**config.mk**
```make
export PLATFORM = sky130hd
export DESIGN_NAME = alu_cmd_sequencer
export DESIGN_NICKNAME = d
export VERILOG_FILES = /design/src/rtl/alu_pkg.sv /design/src/rtl/alu_cmd_sequencer_cmd_fifo.sv /design/src/rtl/alu_cmd_sequencer.sv
export SDC_FILE = /design/constraint.sdc
export NUM_CORES = 1
export LEC_CHECK = 0
export ABC_AREA = 1
export CAP_MARGIN = 20
export CORE_ASPECT_RATIO = 1.75
export CORE_MARGIN = 4
export CORE_UTILIZATION = 35
export CTS_CLUSTER_DIAMETER = 100
export CTS_CLUSTER_SIZE = 12
export DETAILED_ROUTE_END_ITERATION = 8
export MAX_ROUTING_LAYER = met4
export PLACE_DENSITY_LB_ADDON = 0.25
export SLEW_MARGIN = 0
export SYNTH_ARGS = -nofsm -noshare
export SYNTH_HDL_FRONTEND = slang
export SYNTH_HIERARCHICAL = 1
export SYNTH_SLANG_ARGS = --single-unit
```
**constraint.sdc**
```tcl
create_clock -name clk -period 5.82 [get_ports clk]
set_input_delay 0.582 -clock clk [delete_from_list [all_inputs] [get_ports clk]]
set_output_delay 0.582 -clock clk [all_outputs]
set_load 0.03 [all_outputs]
```
**src/rtl/alu_pkg.sv**
```systemverilog
// Shared opcode constants and sequencer state type for the ALU command path.
package alu_pkg;

  localparam logic [3:0] OP_ADD = 4'b0000;
  localparam logic [3:0] OP_SUB = 4'b0001;
  localparam logic [3:0] OP_MUL = 4'b0010;
  localparam logic [3:0] OP_DIV = 4'b0011;
  localparam logic [3:0] OP_AND = 4'b0100;
  localparam logic [3:0] OP_OR  = 4'b0101;
  localparam logic [3:0] OP_XOR = 4'b0110;
  localparam logic [3:0] OP_SHL = 4'b0111;
  localparam logic [3:0] OP_SHR = 4'b1000;
  localparam logic [3:0] OP_MOD = 4'b1011;
  localparam logic [3:0] OP_POW = 4'b1100;

  typedef enum logic [1:0] {
    ST_IDLE  = 2'd0,
    ST_ISSUE = 2'd1,
    ST_HOLD  = 2'd2
  } seq_state_e;

  // Opcodes whose b operand is a divisor and must be guarded against zero.
  function automatic logic is_div_op(input logic [3:0] sel);
    return (sel == OP_DIV) || (sel == OP_MOD);
  endfunction

endpackage

```
**src/rtl/alu_cmd_sequencer_cmd_fifo.sv**
```systemverilog
// In-order command FIFO; a push while full is dropped, pointers wrap modulo DEPTH.
module cmd_fifo #(
  parameter int DEPTH = 4,
  parameter int WIDTH = 12
) (
  input  logic                     clk,
  input  logic                     rst,
  input  logic                     push,
  input  logic [WIDTH-1:0]         push_data,
  input  logic                     pop,
  output logic [WIDTH-1:0]         head_data,
  output logic                     full,
  output logic                     empty,
  output logic [$clog2(DEPTH):0]   count
);

  localparam int PW = $clog2(DEPTH);
  localparam logic [PW:0] FULL_COUNT = (PW+1)'(DEPTH);

  logic [WIDTH-1:0] mem_q [DEPTH];
  logic [WIDTH-1:0] mem_d [DEPTH];
  logic [PW-1:0]    wr_ptr_q, wr_ptr_d;
  logic [PW-1:0]    rd_ptr_q, rd_ptr_d;
  logic [PW:0]      count_q, count_d;
  logic             do_push, do_pop;

  assign full      = (count_q == FULL_COUNT);
  assign empty     = (count_q == '0);
  assign count     = count_q;
  assign head_data = mem_q[rd_ptr_q];
  assign do_push   = push && !full;
  assign do_pop    = pop && !empty;

  // Next storage, pointer and occupancy values from the qualified push/pop.
  always_comb begin
    mem_d    = mem_q;
    wr_ptr_d = wr_ptr_q;
    rd_ptr_d = rd_ptr_q;
    count_d  = count_q;
    if (do_push) begin
      mem_d[wr_ptr_q] = push_data;
      wr_ptr_d        = wr_ptr_q + 1'b1;
    end
    if (do_pop) begin
      rd_ptr_d = rd_ptr_q + 1'b1;
    end
    case ({do_push, do_pop})
      2'b10:   count_d = count_q + 1'b1;
      2'b01:   count_d = count_q - 1'b1;
      default: count_d = count_q;
    endcase
  end

  // FIFO state registers; reset flushes contents and overrides any same-edge push/pop.
  always_ff @(posedge clk) begin
    if (rst) begin
      for (int i = 0; i < DEPTH; i++) mem_q[i] <= '0;
      wr_ptr_q <= '0;
      rd_ptr_q <= '0;
      count_q  <= '0;
    end else begin
      mem_q    <= mem_d;
      wr_ptr_q <= wr_ptr_d;
      rd_ptr_q <= rd_ptr_d;
      count_q  <= count_d;
    end
  end

endmodule

```
**src/rtl/alu_cmd_sequencer.sv**
```systemverilog
// Queues ALU commands, issues them one at a time to an external combinational
// ALU, and holds each result until the consumer takes it.
module alu_cmd_sequencer #(
  parameter int DEPTH = 4,
  parameter int W     = 4
) (
  input  logic                   clk,
  input  logic                   rst,
  input  logic                   cmd_valid,
  output logic                   cmd_ready,
  input  logic [3:0]             cmd_sel,
  input  logic [W-1:0]           cmd_a,
  input  logic [W-1:0]           cmd_b,
  output logic [W-1:0]           alu_a,
  output logic [W-1:0]           alu_b,
  output logic [3:0]             alu_sel,
  output logic                   alu_en,
  input  logic [W-1:0]           alu_result,
  output logic                   res_valid,
  input  logic                   res_ready,
  output logic [W-1:0]           res_data,
  output logic [3:0]             res_sel,
  output logic                   res_err,
  output logic [$clog2(DEPTH):0] count
);

  import alu_pkg::*;

  localparam int CW = 4 + 2*W;

  seq_state_e     state_q, state_d;
  logic [W-1:0]   res_data_q, res_data_d;
  logic [3:0]     res_sel_q, res_sel_d;
  logic           res_err_q, res_err_d;

  logic [CW-1:0]  head_data;
  logic [3:0]     head_sel;
  logic [W-1:0]   head_a, head_b;
  logic           fifo_full, fifo_empty, fifo_push, fifo_pop;
  logic           div_zero;

  // Ready depends only on occupancy, never on a pop happening in the same cycle.
  assign cmd_ready = !fifo_full;
  assign fifo_push = cmd_valid && cmd_ready;

  assign head_sel = head_data[CW-1 -: 4];
  assign head_a   = head_data[2*W-1 -: W];
  assign head_b   = head_data[W-1:0];
  assign div_zero = is_div_op(head_sel) && (head_b == '0);

  cmd_fifo #(
    .DEPTH (DEPTH),
    .WIDTH (CW)
  ) u_cmd_fifo (
    .clk       (clk),
    .rst       (rst),
    .push      (fifo_push),
    .push_data ({cmd_sel, cmd_a, cmd_b}),
    .pop       (fifo_pop),
    .head_data (head_data),
    .full      (fifo_full),
    .empty     (fifo_empty),
    .count     (count)
  );

  assign res_data = res_data_q;
  assign res_sel  = res_sel_q;
  assign res_err  = res_err_q;

  // Sequencer next-state, ALU drive and result capture; ISSUE lasts exactly one cycle.
  always_comb begin
    state_d    = state_q;
    res_data_d = res_data_q;
    res_sel_d  = res_sel_q;
    res_err_d  = res_err_q;
    alu_a      = '0;
    alu_b      = '0;
    alu_sel    = '0;
    alu_en     = 1'b0;
    res_valid  = 1'b0;
    fifo_pop   = 1'b0;
    case (state_q)
      ST_IDLE: begin
        if (!fifo_empty) state_d = ST_ISSUE;
      end
      ST_ISSUE: begin
        alu_a      = head_a;
        alu_b      = head_b;
        alu_sel    = head_sel;
        alu_en     = !div_zero;
        res_data_d = div_zero ? '0 : alu_result;
        res_sel_d  = head_sel;
        res_err_d  = div_zero;
        fifo_pop   = 1'b1;
        state_d    = ST_HOLD;
      end
      ST_HOLD: begin
        res_valid = 1'b1;
        if (res_ready) begin
          state_d = (!fifo_empty || fifo_push) ? ST_ISSUE : ST_IDLE;
        end
      end
      default: state_d = ST_IDLE;
    endcase
  end

  // State and result registers, cleared by synchronous reset.
  always_ff @(posedge clk) begin
    if (rst) begin
      state_q    <= ST_IDLE;
      res_data_q <= '0;
      res_sel_q  <= '0;
      res_err_q  <= 1'b0;
    end else begin
      state_q    <= state_d;
      res_data_q <= res_data_d;
      res_sel_q  <= res_sel_d;
      res_err_q  <= res_err_d;
    end
  end

endmodule

```
# [Yosys cells after proc, flatten, opt, wreduce, memory -nomap -nowiden]
# Index checks and enable logic that the tools add are counted.
[totals] ff_bits=66 mem_bits_ro=0 n_memories=0 ramBits=0 latch_bits=0
[classes] mux=18 n_mul=0 n_eq_ne=9 add_sub_neg=4 div=0 n_lt_le_gt_ge=3 reduce_logical=15 bitwise_logic=2 shift=0
[ops] operator="bitwise mux 48 bit" n=1
[ops] operator="two-way mux 12 bit" n=3
[ops] operator="binary-select mux 12 bit (select 2 bit)" n=1
[ops] operator="demux 12 bit (select 2 bit)" n=1
[ops] operator="two-way mux 4 bit" n=4
[ops] operator="greater-or-equal comparator 3 bit (second input constant)" n=2
[ops] operator="inverter 2 -> 3 bit" n=2
[ops] operator="one-hot mux 2 bit (3 select lines)" n=1
[ops] operator="one-hot mux 3 bit (2 select lines)" n=1
[ops] operator="logical AND 1 bit" n=5
[ops] operator="adder 2 x 1 -> 2 bit (second input constant)" n=2
[ops] operator="== test 2 x 1 -> 1 bit (second input constant)" n=2
[ops] operator="== test 2 bit (second input constant)" n=2
[ops] operator="== test 4 x 2 -> 1 bit (second input constant)" n=1
[ops] operator="== test 4 bit (second input constant)" n=1
[ops] operator="logical NOT 4 bit" n=1
[ops] operator="two-way mux 1 bit" n=4
[ops] operator="two-way mux 2 bit" n=2
[ops] operator="!= test 2 bit (second input constant)" n=2
[ops] operator="adder 3 x 1 -> 3 bit (second input constant)" n=1
[ops] operator="== test 3 bit (second input constant)" n=1
[ops] operator="logical NOT 1 bit" n=3
[ops] operator="logical NOT 3 bit" n=1
[ops] operator="less-than comparator 3 x 1 -> 1 bit (second input constant)" n=1
[ops] operator="other kinds (5)" n=6

# [Logic depth before layout (Yosys ltp)]
[depth] depth_word=9 depth_mapped=17 ltp_nobuf=14

# [By module]
# The synthesis kept the hierarchy.
[modules_own_cells] module="cmd_fifo" seq_area_each_um2=1101.1 instances=1 area_per_inst_um2=3248.1 cells_per_inst=502
[modules_own_cells] module="alu_cmd_sequencer" seq_area_each_um2=220.2 instances=1 area_per_inst_um2=539.3 cells_per_inst=82

# [Worst setup path before layout]
# OpenSTA, ideal clock, no wires.
[synth_path] path_type="register to register" from="register u_cmd_fifo.count_q[0] (netlist: u_cmd_fifo/count[0])" to="register u_cmd_fifo.count_q[2] (netlist: u_cmd_fifo/count[2])" n_path_buf=3 t_arrival_ns=2.196 path_stages_with_launch=18 t_required_ns=5.707 setup_slack_ns=3.512 cell_sequence="dfxtp_1 -> nor2_2 -> nand2_2 -> buf_12 -> buf_6 -> inv_1 -> nor2_1 -> buf_4 -> nand2_1 -> ha_1 -> inv_1 -> fa_1 -> inv_1 -> nand2_1 -> nand3_1 -> nand2_1 -> nand2_1 -> nor2_1"
[synth_between] elab_chain_cells=6
[synth_rtl] element="from (decl)" line="alu_cmd_sequencer_cmd_fifo.sv:24" text="logic [PW:0] count_q, count_d;"
[synth_rtl] element="from (signal assigned)" line="alu_cmd_sequencer_cmd_fifo.sv:65" text="count_q <= count_d;"
[synth_rtl] element="== test 3 bit *" line="alu_cmd_sequencer_cmd_fifo.sv:27" text="assign full = (count_q == FULL_COUNT);"
[synth_rtl] element="named net fifo_full" line="alu_cmd_sequencer.sv:39" text="logic fifo_full, fifo_empty, fifo_push, fifo_pop;"
[synth_rtl] element="logical NOT 1 bit *" line="alu_cmd_sequencer.sv:43" text="assign cmd_ready = !fifo_full;"
[synth_rtl] element="logical AND 1 bit *" line="alu_cmd_sequencer.sv:44" text="assign fifo_push = cmd_valid && cmd_ready;"
[synth_rtl] element="named net fifo_push" line="alu_cmd_sequencer.sv:39"
[synth_rtl] element="logical AND 1 bit *" line="alu_cmd_sequencer_cmd_fifo.sv:31" text="assign do_push = push && !full;"
[synth_rtl] element="== test 2 x 1 -> 1 bit / == test 2 bit (equally long branches)" line="alu_cmd_sequencer_cmd_fifo.sv:47" text="case ({do_push, do_pop})"
[synth_rtl] element="one-hot mux 3 bit (2 select lines) / nonzero test 2 bit (equally long branches)"
# Mark *: on every way through the listed nets, which the timed path passes. The rest lies on a longest branch.
# A chain may end at the register's enable or synchronous reset.

# [Worst setup path in the final report]
[layout_path] from="register u_cmd_fifo.rd_ptr_q[0]" to="output alu_en"
[layout_lines] element="from (decl)" line="alu_cmd_sequencer_cmd_fifo.sv:23" text="logic [PW-1:0] rd_ptr_q, rd_ptr_d;"
[layout_lines] element="from (signal assigned)" line="alu_cmd_sequencer_cmd_fifo.sv:64" text="rd_ptr_q <= rd_ptr_d;"
[layout_lines] element="inverter 2 -> 3 bit (implied by the code)" line="alu_cmd_sequencer_cmd_fifo.sv:30" text="assign head_data = mem_q[rd_ptr_q];"
[layout_lines] element="binary-select mux 12 bit (select 2 bit)" line="alu_cmd_sequencer_cmd_fifo.sv:30"
[layout_lines] element="two-way mux 12 bit (implied by the code) (2 in a row)" line="alu_cmd_sequencer_cmd_fifo.sv:30"
[layout_lines] element="named net head_data[2]" line="alu_cmd_sequencer.sv:36" text="logic [CW-1:0] head_data;"
[layout_lines] element="logical NOT 4 bit" line="alu_cmd_sequencer.sv:49" text="assign div_zero = is_div_op(head_sel) && (head_b == '0);"
[layout_lines] element="logical AND 1 bit" line="alu_cmd_sequencer.sv:49"
[layout_lines] element="logical NOT 1 bit" line="alu_cmd_sequencer.sv:90" text="alu_en = !div_zero;"
[layout_lines] element="two-way mux 1 bit" line="alu_cmd_sequencer.sv:82" text="case (state_q)"
[layout_lines] element="to (decl)" line="alu_cmd_sequencer.sv:17" text="output logic alu_en,"
# The timed path passes the listed nets, and every way through them passes these cells. The select of a mux whose other input is x is not followed.

==> reports/metrics.csv <==
metric,value,unit
most frequent cell after synthesis,inv_1,
Die Area,0.0126,sq mm
worst vdd ir,0.175,mV
minimum clock period,3180,ps
CP Cell Sequence,inv_1 > o21ai_0 > o22ai_1 > inv_1 > nand2_1 > nor2_1 > nand2_1 > nand2_1 > inv_1 > clkdlybuf4s50_1,
post-CTS setup buffer count,0,
fin area,0.00450,sq mm
Hold Crit Endpoint,res_data[1],
crit start category,register,
synthesis-to-finish area growth,18.9,%
PwrDens,398,mW/mm^2
"Max FO, Critical Path",26,
Post-Synthesis Net Count,610,
cell taking the most area after synthesis,dfxtp_1,
max-cap violation count,0,
fmax,314,MHz
# DRC,0,
"non-filler cells, final",746,
Clock Skew,6.08,ps
leakage power figure,2.08,nW
fin crit share,54.7,%
"Cell Area, Synth",0.00379,sq mm
CP arrival,2600,ps
vias per cell,4.54,
Detailed Place HPWL,6.74,mm
CTS tree,yes,
WL/cell,12.1,um
DR vias,3390,
max-slew violations,0,
hold_buf cts,0,
share of Yosys cell area claimed by the top area cell type,34.9,%
number of port buffers,46,
layout cells sized above 1,10.2,%
yosys warns,6,
"flops & latches, synth",66,
Overflow after GRT,0,
reg2reg setup slack,3120,ps
run status,"complete, no violations",
# IOs,47,
worst skew pair latency,330,ps
Area after DPL,0.00422,sq mm
FP Rows,50,
Synth Flop Type,dfxtp_1,
Worst path depth,10,
critical path endpoint category,primary output,
Worst Hold Class,register to register,
Max stage delay on crit path,680,ps
WHS Path Cells,2,
syn_area_per_cell,6.49,sq um
initial antenna violation count,0,
CTS H-tree lvls,3,
core area,0.0106,sq mm
Cells after Synth,584,
CP Data Required Time,5240,ps
final-stage net count,637,
# diodes,0,
GP Congestion,0.884,
placed insts,730,
vias in the first global route,3221,
Num CTS Buffers,9,
relative slew slack,51.3,%
worst-margin pin slew,729,ps
DRT Pass-1 Iters,4,
Post-synth EDFFs,0,
reg2reg path depth,10,
Total Power,1.79,mW
Crit path max-delay family,buffers and inverters,
Cell variety after synth,26,
clk sinks,66,
die span in x,86.6,um
# setup viols final,0,
Placement Setup Slack,3010,ps
maximum buffer depth of the clock tree,2,
Reg-to-Reg End,u_cmd_fifo/mem_q[15],
post_cts resized,0,
Setup CP Type,register to primary output,
Post-Route WL,9.06,mm
DRT iter0 DRCs,197,
Setup TNS,0,ps
Die H,146,um
global-route wire length before repair,15.3,mm
Initial Util,35.6,%
"slowest stage cell, crit path",clkdlybuf4s50_1,
Crit path buffers/inverters,4,
gr usage total,15.6,%
"Seq/Total Area, Yosys",34.9,%
final worst slack,2640,ps
most frequent cells after synthesis,"138 x inv_1, 97 x nand2_1, 90 x nor2_1",
leading post-synthesis cells by cell area,"dfxtp_1 35%, inv_1 14%, nand2_1 9.6%",
root buf cell,clkbuf_16,
RSZ-0062 raised after global routing,no,
Final Hold Fails,0,
filler cell count,1158,
clock-pin transition on the worst setup and hold timing paths,60,ps
DRT antenna net count,0,
pin count of the biggest net entering global routing,57,
fraction of registers with async set/reset,0,%
Reg-to-Reg Start,u_cmd_fifo/count[1],
hold path start,res_data[1],
-- flip-flops by register name, indices dropped and copies added (netlist names) --
register,flops
u_cmd_fifo/wr_ptr_q,2
res_data,4
state_q,2
u_cmd_fifo/count,3
res_err,1
u_cmd_fifo/rd_ptr_q,2
u_cmd_fifo/mem_q,48
res_sel,4
-- layout make-up --
type	count	area (sq um)	share of cell area, %
clock buffers	9	225	5.00
clock inverters	7	55.1	1.22
inverters	141	534	11.9
multi-input cells	343	1710	38.0
flip-flops and latches	66	1320	29.3
well taps	130	163	3.61
repair buffers	50	490	10.9
-- routing by layer --
| metal | share of wire [%] | routed length [um] | vias up | track usage [%] |
|---|---|---|---|---|
| li1 | - | - | 1824 | - |
| met5 | 0 | 0 | - | - |
| met2 | 51 | 4590 | 63 | 26.1 |
| met3 | 3.1 | 285 | 9 | 2.49 |
| met1 | 45 | 4050 | 1494 | 18.4 |
| met4 | 1.5 | 136 | 0 | 6.08 |
-- stage by stage --
step                      util, %  hold WS, ps
after global routing         42.3          494
after global placement       39.7          454
after detailed placement     39.7          458
after floorplan                 -          451
after CTS                    42.3          467
final                        42.3          468
-- power breakdown --
part / switching (mW) / internal [mW]
Sequential: 0.0481 / 0.525
Combinational: 0.463 / 0.252
Clock: 0.213 / 0.290
-- cells in the final DEF (no fill, tap or decap), drive strengths merged --
cell type	count
buf	4
o21ai	27
nor2	92
a21oi	15
dfxtp	66
clkinv	2
nand3	12
fa	1
inv	141
clkdlybuf4s50	46
nand2	130
clkinvlp	5
o22ai	12
clkbuf	9
ha	5
nor3	1
nand4	48
-- worst max-delay path by stage --
stage	start	end	slack (ps)
finish	u_cmd_fifo/rd_ptr_q[0]	alu_en	2640
global route	u_cmd_fifo/rd_ptr_q[0]	alu_en	2410
CTS	u_cmd_fifo/rd_ptr_q[0]	alu_en	2630
detailed placement	u_cmd_fifo/rd_ptr_q[0]	alu_en	3010
global placement	u_cmd_fifo/rd_ptr_q[0]	alu_en	3090
floorplan	u_cmd_fifo/count[0]	u_cmd_fifo/count[2]	3510
-- logic make-up after synthesis --
family | share of synthesized area, %
DFF | 34.9
buffers and inverters | 20.1
AOI/OAI and AO/OA | 7.63
adders and majority gates | 2.18
and+or+nand+nor | 35.2
-- worst reg2reg max path: stages (launching register included) --
cell and delay [ps]:
dfxtp_1 380, nor2_2 70, nand2_2 50, buf_4 470, inv_1 180, nor2_4 140
buf_4 490, nand3_1 520, nand2_1 180, inv_1 50, nor2_1 90
Power figures use the tool's default switching activity.
